<file path="src/rtl/sdm_pkg.sv">
// Shared types and arithmetic helpers for the multi-channel sigma-delta modulator.
// Helpers compute at a fixed wide width; callers truncate to their integrator width.
package sdm_pkg;

    typedef enum logic {
        ORDER_1 = 1'b0,
        ORDER_2 = 1'b1
    } order_e;

    localparam int unsigned CALC_W = 64;
    typedef logic signed [CALC_W-1:0] calc_t;

    // Offset-binary w-bit value to signed: invert the MSB, then sign-extend.
    function automatic calc_t ob2s(input logic [CALC_W-1:0] x, input int unsigned w);
        logic [CALC_W-1:0] r;
        r = '0;
        for (int unsigned i = 0; i < CALC_W; i++) begin
            if (i + 1 < w) r[i] = x[i];
            else           r[i] = ~x[w-1];
        end
        return signed'(r);
    endfunction

    // a + b clamped to the signed w-bit range; ovf flags any clamp.
    function automatic calc_t satadd(input calc_t a, input calc_t b, input int unsigned w,
                                     output logic ovf);
        calc_t sum;
        calc_t hi;
        calc_t lo;
        sum = a + b;
        hi  = (calc_t'(1) <<< (w - 1)) - calc_t'(1);
        lo  = -(calc_t'(1) <<< (w - 1));
        ovf = 1'b0;
        if (sum > hi) begin
            sum = hi;
            ovf = 1'b1;
        end else if (sum < lo) begin
            sum = lo;
            ovf = 1'b1;
        end
        return sum;
    endfunction

endpackage

</file>
<file path="src/rtl/sdm_core.sv">
// One modulator channel: 1st/2nd-order saturating integrators, 1-bit quantiser,
// feedback and a sticky saturation flag.
module sdm_core
    import sdm_pkg::*;
#(
    parameter int unsigned WIDTH = 16,
    parameter int unsigned GUARD = 6
) (
    input  logic             clk,
    input  logic             rst,
    input  logic             en,
    input  order_e           order_q,
    input  logic             clr_int,
    input  logic [WIDTH-1:0] sample,
    input  logic             sat_clr,
    output logic             dout,
    output logic             sat
);

    localparam int unsigned IW     = WIDTH + GUARD;
    localparam calc_t       FB_MAG = calc_t'(1) <<< (WIDTH - 1);

    logic signed [IW-1:0] i1;
    logic signed [IW-1:0] i2;
    logic signed [IW-1:0] n1;
    logic signed [IW-1:0] n2;
    calc_t                xs;
    calc_t                fb;
    logic                 ovf1;
    logic                 ovf2;
    logic                 set_sat;

    always_comb begin
        ovf1    = 1'b0;
        ovf2    = 1'b0;
        xs      = ob2s({{(CALC_W-WIDTH){1'b0}}, sample}, WIDTH);
        fb      = dout ? FB_MAG : -FB_MAG;
        // Both stages read the pre-update i1.
        n1      = IW'(satadd(calc_t'(i1), xs - fb, IW, ovf1));
        n2      = IW'(satadd(calc_t'(i2), calc_t'(i1) - fb, IW, ovf2));
        set_sat = en && !clr_int && (ovf1 || (order_q == ORDER_2 && ovf2));
    end

    always_ff @(posedge clk or posedge rst) begin
        if (rst) begin
            i1   <= '0;
            i2   <= '0;
            dout <= 1'b0;
            sat  <= 1'b0;
        end else begin
            if (en) begin
                if (clr_int) begin
                    i1   <= '0;
                    i2   <= '0;
                    dout <= 1'b0;
                end else if (order_q == ORDER_2) begin
                    i1   <= n1;
                    i2   <= n2;
                    dout <= ~n2[IW-1];
                end else begin
                    i1   <= n1;
                    i2   <= '0;
                    dout <= ~n1[IW-1];
                end
            end
            sat <= (sat & ~sat_clr) | set_sat;
        end
    end

endmodule

</file>
<file path="src/rtl/sdm_nch.sv">
// Multi-channel sigma-delta DAC modulator: shared OSR counter, double-buffered
// sample handshake, order select at wrap and sticky underrun, one sdm_core per channel.
module sdm_nch
    import sdm_pkg::*;
#(
    parameter int unsigned WIDTH    = 16,
    parameter int unsigned NCH      = 2,
    parameter int unsigned GUARD    = 6,
    parameter int unsigned OSR_LOG2 = 6
) (
    input  logic                 clk,
    input  logic                 reset,
    input  logic                 enable,
    input  logic                 order,
    input  logic [NCH*WIDTH-1:0] din,
    input  logic                 din_valid,
    output logic                 din_ready,
    output logic [NCH-1:0]       dout,
    output logic                 tick,
    output logic [NCH-1:0]       sat,
    output logic                 underrun,
    input  logic                 sat_clr
);

    localparam logic [WIDTH-1:0] MIDSCALE = {1'b1, {(WIDTH-1){1'b0}}};

    logic [OSR_LOG2-1:0]  osr_cnt;
    logic [NCH*WIDTH-1:0] buffer;
    logic [NCH*WIDTH-1:0] active;
    logic                 pending;
    order_e               order_q;
    logic                 wrap;
    logic                 accept;
    logic                 load;
    logic                 clr_int;

    always_comb begin
        wrap    = enable && (osr_cnt == '1);
        accept  = din_valid && !pending;
        load    = wrap && pending;
        clr_int = load && (order_e'(order) != order_q);
    end

    assign din_ready = !pending;

    always_ff @(posedge clk or posedge reset) begin
        if (reset) begin
            osr_cnt  <= '0;
            tick     <= 1'b0;
            buffer   <= '0;
            active   <= {NCH{MIDSCALE}};
            pending  <= 1'b0;
            order_q  <= ORDER_1;
            underrun <= 1'b0;
        end else begin
            if (enable) begin
                osr_cnt <= osr_cnt + 1'b1;
                tick    <= wrap;
            end
            if (load) begin
                active  <= buffer;
                order_q <= order_e'(order);
            end
            // accept needs !pending and load needs pending, so they never overlap.
            if (accept) begin
                buffer  <= din;
                pending <= 1'b1;
            end else if (load) begin
                pending <= 1'b0;
            end
            underrun <= (underrun & ~sat_clr) | (wrap & ~pending);
        end
    end

    for (genvar c = 0; c < NCH; c++) begin : g_ch
        sdm_core #(
            .WIDTH(WIDTH),
            .GUARD(GUARD)
        ) u_core (
            .clk     (clk),
            .rst     (reset),
            .en      (enable),
            .order_q (order_q),
            .clr_int (clr_int),
            .sample  (active[c*WIDTH +: WIDTH]),
            .sat_clr (sat_clr),
            .dout    (dout[c]),
            .sat     (sat[c])
        );
    end

endmodule

</file>
<file path="config.mk">
export PLATFORM = sky130hd
export DESIGN_NAME = sdm_nch
export DESIGN_NICKNAME = d
export VERILOG_FILES = /design/src/rtl/sdm_pkg.sv /design/src/rtl/sdm_core.sv /design/src/rtl/sdm_nch.sv
export SDC_FILE = /design/constraint.sdc
export NUM_CORES = 1
export LEC_CHECK = 0
export CORE_UTILIZATION = 47
export DETAILED_ROUTE_END_ITERATION = 8
export SYNTH_ARGS = -nofsm -noshare
export SYNTH_HDL_FRONTEND = slang
export SYNTH_SLANG_ARGS = --single-unit
</file>
<file path="constraint.sdc">
create_clock -name clk -period 7.7 [get_ports clk]
set_input_delay 0.77 -clock clk [delete_from_list [all_inputs] [get_ports clk]]
set_output_delay 0.77 -clock clk [all_outputs]
set_load 0.05 [all_outputs]
</file>
==> flow_metrics.tcl, run 1 <==
set metrics [dict create \
    cts_root_buffer "clkbuf_16" \
    drcViolationCount 0 \
    syn_nets 1800 \
    cts_buffer_depth 2 \
    topRoutingLayerUsed "met4" \
    dieArea_mm2 0.03122 \
    crit_required_ns 8.00 \
    synth_area_mm2 0.01435 \
    status "complete, no violations" \
    ant_nets 0 \
    fp-row-count 63 \
    synth_area_leaders "dfrtp_1 29%, ha_1 13%, fa_1 8.9%" \
    max_slew_margin 0.2293 \
    io_buffers 44 \
    met1_length_um 15920 \
    first_pass_iters 5 \
    cts_setup_buffers 0 \
    hold_class "flop to flop" \
    finalMaxSlewViolations 0 \
    initial_utilization 0.4814 \
    max_freq_mhz 169.6 \
    clk_latency_ns 0.44 \
    avgSynthCellArea_um2 9.285 \
    synth_cell_type_count 72 \
    io_pins 45 \
    start_kind "flop" \
    seq_area_frac_synth 0.2898 \
    grt_usage 0.2154 \
    cts_resized 0 \
    tns_ns 0 \
    area_growth_pct 9.499 \
    vias_per_cell 5.576 \
    clock_sinks 166 \
    grt_pass1_wl_um 53720 \
    routabilityCongestion 0.8973 \
    ys.flop_type "dfrtp_1" \
    path_class "flop to flop" \
    nets 1821 \
    hold_buffers 0 \
    tightest_slew_ns 1.154 \
    cts_tree "yes" \
    arrival_ns 6.20 \
    numCtsBuffers 17 \
    grt_max_degree 108 \
    drt-total-wl_um 31780 \
    synth_top_area_frac 0.2861 \
    period_share 0.7658 \
    yosysTopAreaCell "dfrtp_1" \
    syn_inst 1545 \
    htreeDepth 4 \
    die_w_um 176.7 \
    wl_met2_um 14470 \
    synth_edf_count 0 \
    clock_skew_ns 0.01046 \
    drive_gt1_frac 0.08296 \
    period_needed_ns 5.897 \
    grt_pass1_vias 10960 \
    async_reset_ff_frac 1.000 \
    first_iter_violations 662 \
    worstPathMaxFanout 21 \
    antenna_found_initial 0 \
    hold_viol 0 \
    n_antenna_cell 0 \
    synth_warnings 0 \
    wl_per_cell_um 16.14 \
    rsz0062_at_grt "false" \
    cts.clk_slew.worst_paths_ns 0.07 \
    ys_ff_latch 166 \
    setup_violations 0 \
    cp-end-kind "flop" \
    wl_met3_um 893 \
    place_hpwl_um 23840 \
    nFillCells 2782 \
    max-cap-violations 0 \
    coreArea_mm2 0.02980 \
    grt_overflow 0 \
    vias 10980 \
    chipHeight_um 176.7 \
]
[layout by cell type, fill, tap and decap left out, drive strengths merged, types with 7 or more instances in the layout]
master	Yosys	final
xor2	24	24
nor3	16	16
o2bb2ai	8	8
o21bai	10	10
nor2	91	91
and3	8	8
a221o	41	41
o22ai	37	37
nor4b	8	8
nand4	22	22
buf	15	8
a21o	51	51
nand2b	14	14
nor4	8	8
o31a	7	7
dfrtp	164	164
inv	280	288
nand2	47	47
nor2b	17	17
ha	153	153
o31ai	7	7
a21oi	85	85
mux2	66	66
clkdlybuf4s50	0	43
xnor2	48	48
clkbuf	34	18
nand3	20	20
o21ai	54	54
nand4b	7	7
fa	64	64
o211ai	9	9
o21a	21	21
a31oi	8	8
or3	11	11
[worst paths after layout]
| kind | startpoint | endpoint | slack [ns] | cells after the start |
|---|---|---|---|---|
| worst max register to register | g_ch[1].u_core.dout$_DFFE_PP0P_ | g_ch[1].u_core.i1[17]$_DFFE_PP0P_ | 1.80 | 18 |
| worst min register to register | buffer[5]$_DFFE_PP0P_ | buffer[5]$_DFFE_PP0P_ | 0.50 | 1 |
| worst max-delay path | g_ch[1].u_core.dout$_DFFE_PP0P_ | g_ch[1].u_core.i1[17]$_DFFE_PP0P_ | 1.80 | 18 |
| worst min-delay path | buffer[5]$_DFFE_PP0P_ | buffer[5]$_DFFE_PP0P_ | 0.50 | 1 |
| min in group asynchronous | reset | buffer[27]$_DFFE_PP0P_ | 0.96 | 2 |
| max in group asynchronous | reset | g_ch[0].u_core.i2[16]$_DFFE_PP0P_ | 5.37 | 3 |
[metal layers]
layer	track usage	up-vias
li1	-	5439
met1	0.3029	5355
met2	0.3433	150
met3	0.03458	35
met4	0.05603	0
met5	0	-
[layout make-up]
cell class / count / area (um^2) / share of cell area
clock buffer: 18 / 429.2 / 0.02732
clock inverter: 14 / 156.4 / 0.009957
inverter: 280 / 1056 / 0.06723
multi-input combinational: 1050 / 8934 / 0.5687
sequential: 166 / 4156 / 0.2646
tap: 390 / 488.0 / 0.03107
timing repair buffer: 51 / 488.0 / 0.03107
[per-stage QoR]
step | cells | area, um^2 | util | setup slack, ns | hold slack (ns)
floorplan | 1545 | 14350 | - | 2.443 | 0.4574
global placement | 1937 | 15120 | 0.5075 | 1.979 | 0.4795
detailed placement | 1937 | 15120 | 0.5075 | 1.794 | 0.4884
CTS | 1969 | 15710 | 0.5272 | 1.748 | 0.5042
global route | 1969 | 15710 | 0.5272 | 1.223 | 0.5223
finish | 1969 | 15710 | 0.5272 | 1.803 | 0.5037
[cell usage after synthesis, types with 9 or more instances]
library cell,n
or3_1,11
nor3_1,16
nand2b_1,14
o21bai_1,10
xnor2_1,48
a21o_1,51
fa_1,64
nor2b_1,17
o211ai_1,9
clkbuf_1,34
xor2_1,24
a221o_1,41
nor2_1,91
o21a_1,20
nand4_1,22
dfrtp_1,164
a21oi_1,85
nand2_1,47
o21ai_0,50
nand3_1,20
inv_1,280
ha_1,153
o22ai_1,37
mux2_2,66
[cells by family (layout without fill, tap and decap cells)]
| logic type | after synthesis | after routing | synth area share |
|---|---|---|---|
| xor gates and xnor gates | 72 | 72 | 0.04396 |
| and+or+nand+nor | 303 | 303 | 0.1112 |
| adders and majority gates | 217 | 217 | 0.2228 |
| DFF | 166 | 166 | 0.2898 |
| buffers and inverters | 329 | 363 | 0.08862 |
| AOI/OAI and AO/OA | 388 | 388 | 0.1891 |
| muxes | 70 | 70 | 0.05460 |
[flip-flops by register name (all words and copies together), names as in the netlist, 2 cells and up]
name,count
g_ch.u_core.i2,44
osr_cnt,6
g_ch.u_core.dout,2
g_ch.u_core.sat,2
buffer,32
g_ch.u_core.i1,44
active,32
[worst max-delay path, cell delays in order, from the launching register on]
cell	delay (ns)
dfrtp_1	0.57
inv_1	0.28
fa_1	1.01
inv_1	0.22
ha_1	0.38
a211oi_1	0.33
o21ai_0	0.14
o21a_1	0.19
a21o_1	0.22
fa_1	0.46
nor4_1	0.35
nand4_1	0.14
nor4_1	0.34
o31ai_1	0.13
inv_1	0.07
o211ai_1	0.10
and3_1	0.47
nor3_1	0.27
o22ai_1	0.09
Power of run 1 is not shown: default switching activity piles up to over one toggle a cycle in this logic, so the estimate is an artifact.
==> run 2, diff against run 1 <==
==> constraint.sdc (replaced) <==
create_clock -name clk -period 5.6 [get_ports clk]
set_input_delay 0.56 -clock clk [delete_from_list [all_inputs] [get_ports clk]]
set_output_delay 0.56 -clock clk [all_outputs]
set_load 0.05 [all_outputs]
==> run 2 against run 1 <==
Clock-buffer cell count unchanged. Die area unchanged. Fmax increased by 11%. Cell count increased by 1.1%. Critical path depth increased by 2. Via count increased by 0.88%. Non-clock buffer count increased by 21. Sequential cell count unchanged. Worst setup slack got worse by 1.5 ns. Register-to-register slack got worse by 1.5 ns. Core utilization increased by 0.82 points. Highest routed layer unchanged.
==> flow_metrics.tcl, run 2 (synthesized netlist as in run 1, its figures left out) <==
set metrics [dict create \
    area_growth_pct 11.20 \
    n_antenna_cell 0 \
    vias_per_cell 5.566 \
    drcViolationCount 0 \
    fp-row-count 63 \
    whs_ns 0.4207 \
    grt_usage 0.2209 \
    multi_input_area_mm2 0.008964 \
    tns_ns 0 \
    arrival_ns 5.65 \
    place_hpwl_um 23890 \
    seq_area_mm2 0.004156 \
    cts_buffer_depth 2 \
    antenna_found_initial 0 \
    vias 11080 \
    numCtsBuffers 17 \
    cp-end-kind "flop" \
    period_needed_ns 5.327 \
    first_iter_violations 609 \
    rsz0062_at_grt "false" \
    status "complete, no violations" \
    nFillCells 2787 \
    hold_depth 3 \
    chipHeight_um 176.7 \
    io_buffers 44 \
    r2r_cells 20 \
    grt_max_degree 92 \
    hold_viol 0 \
    clock_sinks 166 \
    drt-total-wl_um 31890 \
    die_w_um 176.7 \
    coreArea_mm2 0.02980 \
    setup_violations 0 \
    period_share 0.9512 \
    max_slew_margin 0.2547 \
    wl_per_cell_um 16.02 \
    initial_utilization 0.4814 \
    path_class "flop to flop" \
    cts_root_buffer "clkbuf_16" \
    final_cell_mix "279 x inv_1, 164 x dfrtp_1, 153 x ha_1, 90 x nor2_1, 85 x a21oi_1" \
    first_pass_iters 4 \
    max_freq_mhz 187.7 \
    tightest_slew_ns 1.116 \
    clk_latency_ns 0.45 \
    routabilityCongestion 0.8935 \
    io_pins 45 \
    nets 1842 \
    reg_top3 "g_ch.u_core.i1: 44 flops, g_ch.u_core.i2: 44 flops" \
    ant_nets 0 \
    grt_overflow 0 \
    worstHoldStart "enable" \
    r2r-start "g_ch[0].u_core.i1[2]$_DFFE_PP0P_" \
    cts.clk_slew.worst_paths_ns 0.07 \
    grt_pass1_vias 11180 \
    holdPathEnd "osr_cnt[4]$_DFFE_PP0P_" \
    max-cap-violations 0 \
    grt_pass1_wl_um 55250 \
    r2r-end "g_ch[0].u_core.i1[18]$_DFFE_PP0P_" \
    hold_class "input port to flop" \
    worstPathMaxFanout 21 \
    finalMaxSlewViolations 0 \
    layout_commonest_cell "inv_1" \
    cts_tree "yes" \
    crit_required_ns 5.92 \
    start_kind "flop" \
    drive_gt1_frac 0.09750 \
    rrSetupSlack_ns 0.27 \
    dieArea_mm2 0.03122 \
    htreeDepth 4 \
    clock_skew_ns 0.01563 \
]
==> run 2: cell types whose count changed in the layout (fill, tap and decap cells not counted), moves of 2 or more <==
cell,previous run,this run
buf_4,7,26
a2111oi_0,5,2
a2111oi_1,0,2
buf_12,0,2
bufinv_16,1,3
o21ai_0,49,47
o21ai_1,4,6
==> run 2: area by class of cell <==
cell class / instances / share of cell area
repair buffers: 72 / 0.04204
clock buffers: 18 / 0.02690
inverters: 280 / 0.06620
clock inverters: 14 / 0.01177
flip-flops and latches: 166 / 0.2606
well taps: 390 / 0.03059
multi-input cells: 1050 / 0.5619
==> run 2: worst max-delay path by stage <==
stage                                                    to  slack, ns                              from  cells past startpoint
final                     g_ch[0].u_core.i1[18]$_DFFE_PP0P_       0.27  g_ch[0].u_core.i1[2]$_DFFE_PP0P_                     20
after global routing       g_ch[1].u_core.i1[5]$_DFFE_PP0P_     0.0008            active[31]$_DFFE_PP1P_                     21
after CTS                 g_ch[0].u_core.i2[19]$_DFFE_PP0P_       0.27  g_ch[0].u_core.i1[2]$_DFFE_PP0P_                     20
after detailed placement   g_ch[1].u_core.i1[2]$_DFFE_PP0P_       0.32            active[31]$_DFFE_PP1P_                     21
after global placement     g_ch[0].u_core.i2[2]$_DFFE_PP0P_       0.36  g_ch[0].u_core.i1[2]$_DFFE_PP0P_                     20
after floorplan                       active[0]$_DFFE_PP0P_       0.55                             reset                      1
==> run 2: critical path, cell delays in order, from the launching register on <==
cell and delay (ns):
dfrtp_1 0.36, inv_1 0.08, ha_1 0.27, inv_1 0.04, ha_1 0.34, nor2b_1 0.16
o31a_1 0.27, o31ai_1 0.20, buf_4 0.17, o31a_1 0.22, a211o_1 0.18, nand2b_1 0.06
a21o_1 0.24, a21o_1 0.21, fa_1 0.47, or4b_2 0.67, nor3_1 0.24, nand3_1 0.10
nor3_1 0.28, nor2_2 0.29, a221o_1 0.34
==> run 2: layer usage <==
layer	vias up	global-route usage	part of all wire	routed length [um]
li1	5488	-	-	-
met1	5384	0.3126	0.51	16110
met2	173	0.3518	0.45	14240
met3	31	0.03265	0.035	1114
met4	0	0.05783	0.013	424
met5	-	0	0	0
==> run 2: per-stage QoR <==
| stage | std cells | setup WS, ns | cell area [um^2] | utilization |
|---|---|---|---|---|
| 2_1_floorplan | 1545 | 0.5533 | 14350 | - |
| 3_5_place_dp | 1954 | 0.3167 | 15270 | 0.5126 |
| 5_1_grt | 1990 | 0.0008118 | 15950 | 0.5354 |
| 6_report | 1990 | 0.2733 | 15950 | 0.5354 |
| 4_1_cts | 1986 | 0.2687 | 15890 | 0.5333 |
| 3_3_place_gp | 1954 | 0.3561 | 15270 | 0.5126 |
==> run 2: what timing repair did <==
| item | 4_1_cts | 5_1_grt |
|---|---|---|
| hold buffers | 0 | 0 |
| gates resized for setup | 0 | 11 |
| setup endpoints to repair | 0 | 65 |
| buffers inserted | 0 | 4 |
Power of run 2 is left out for the same reason.
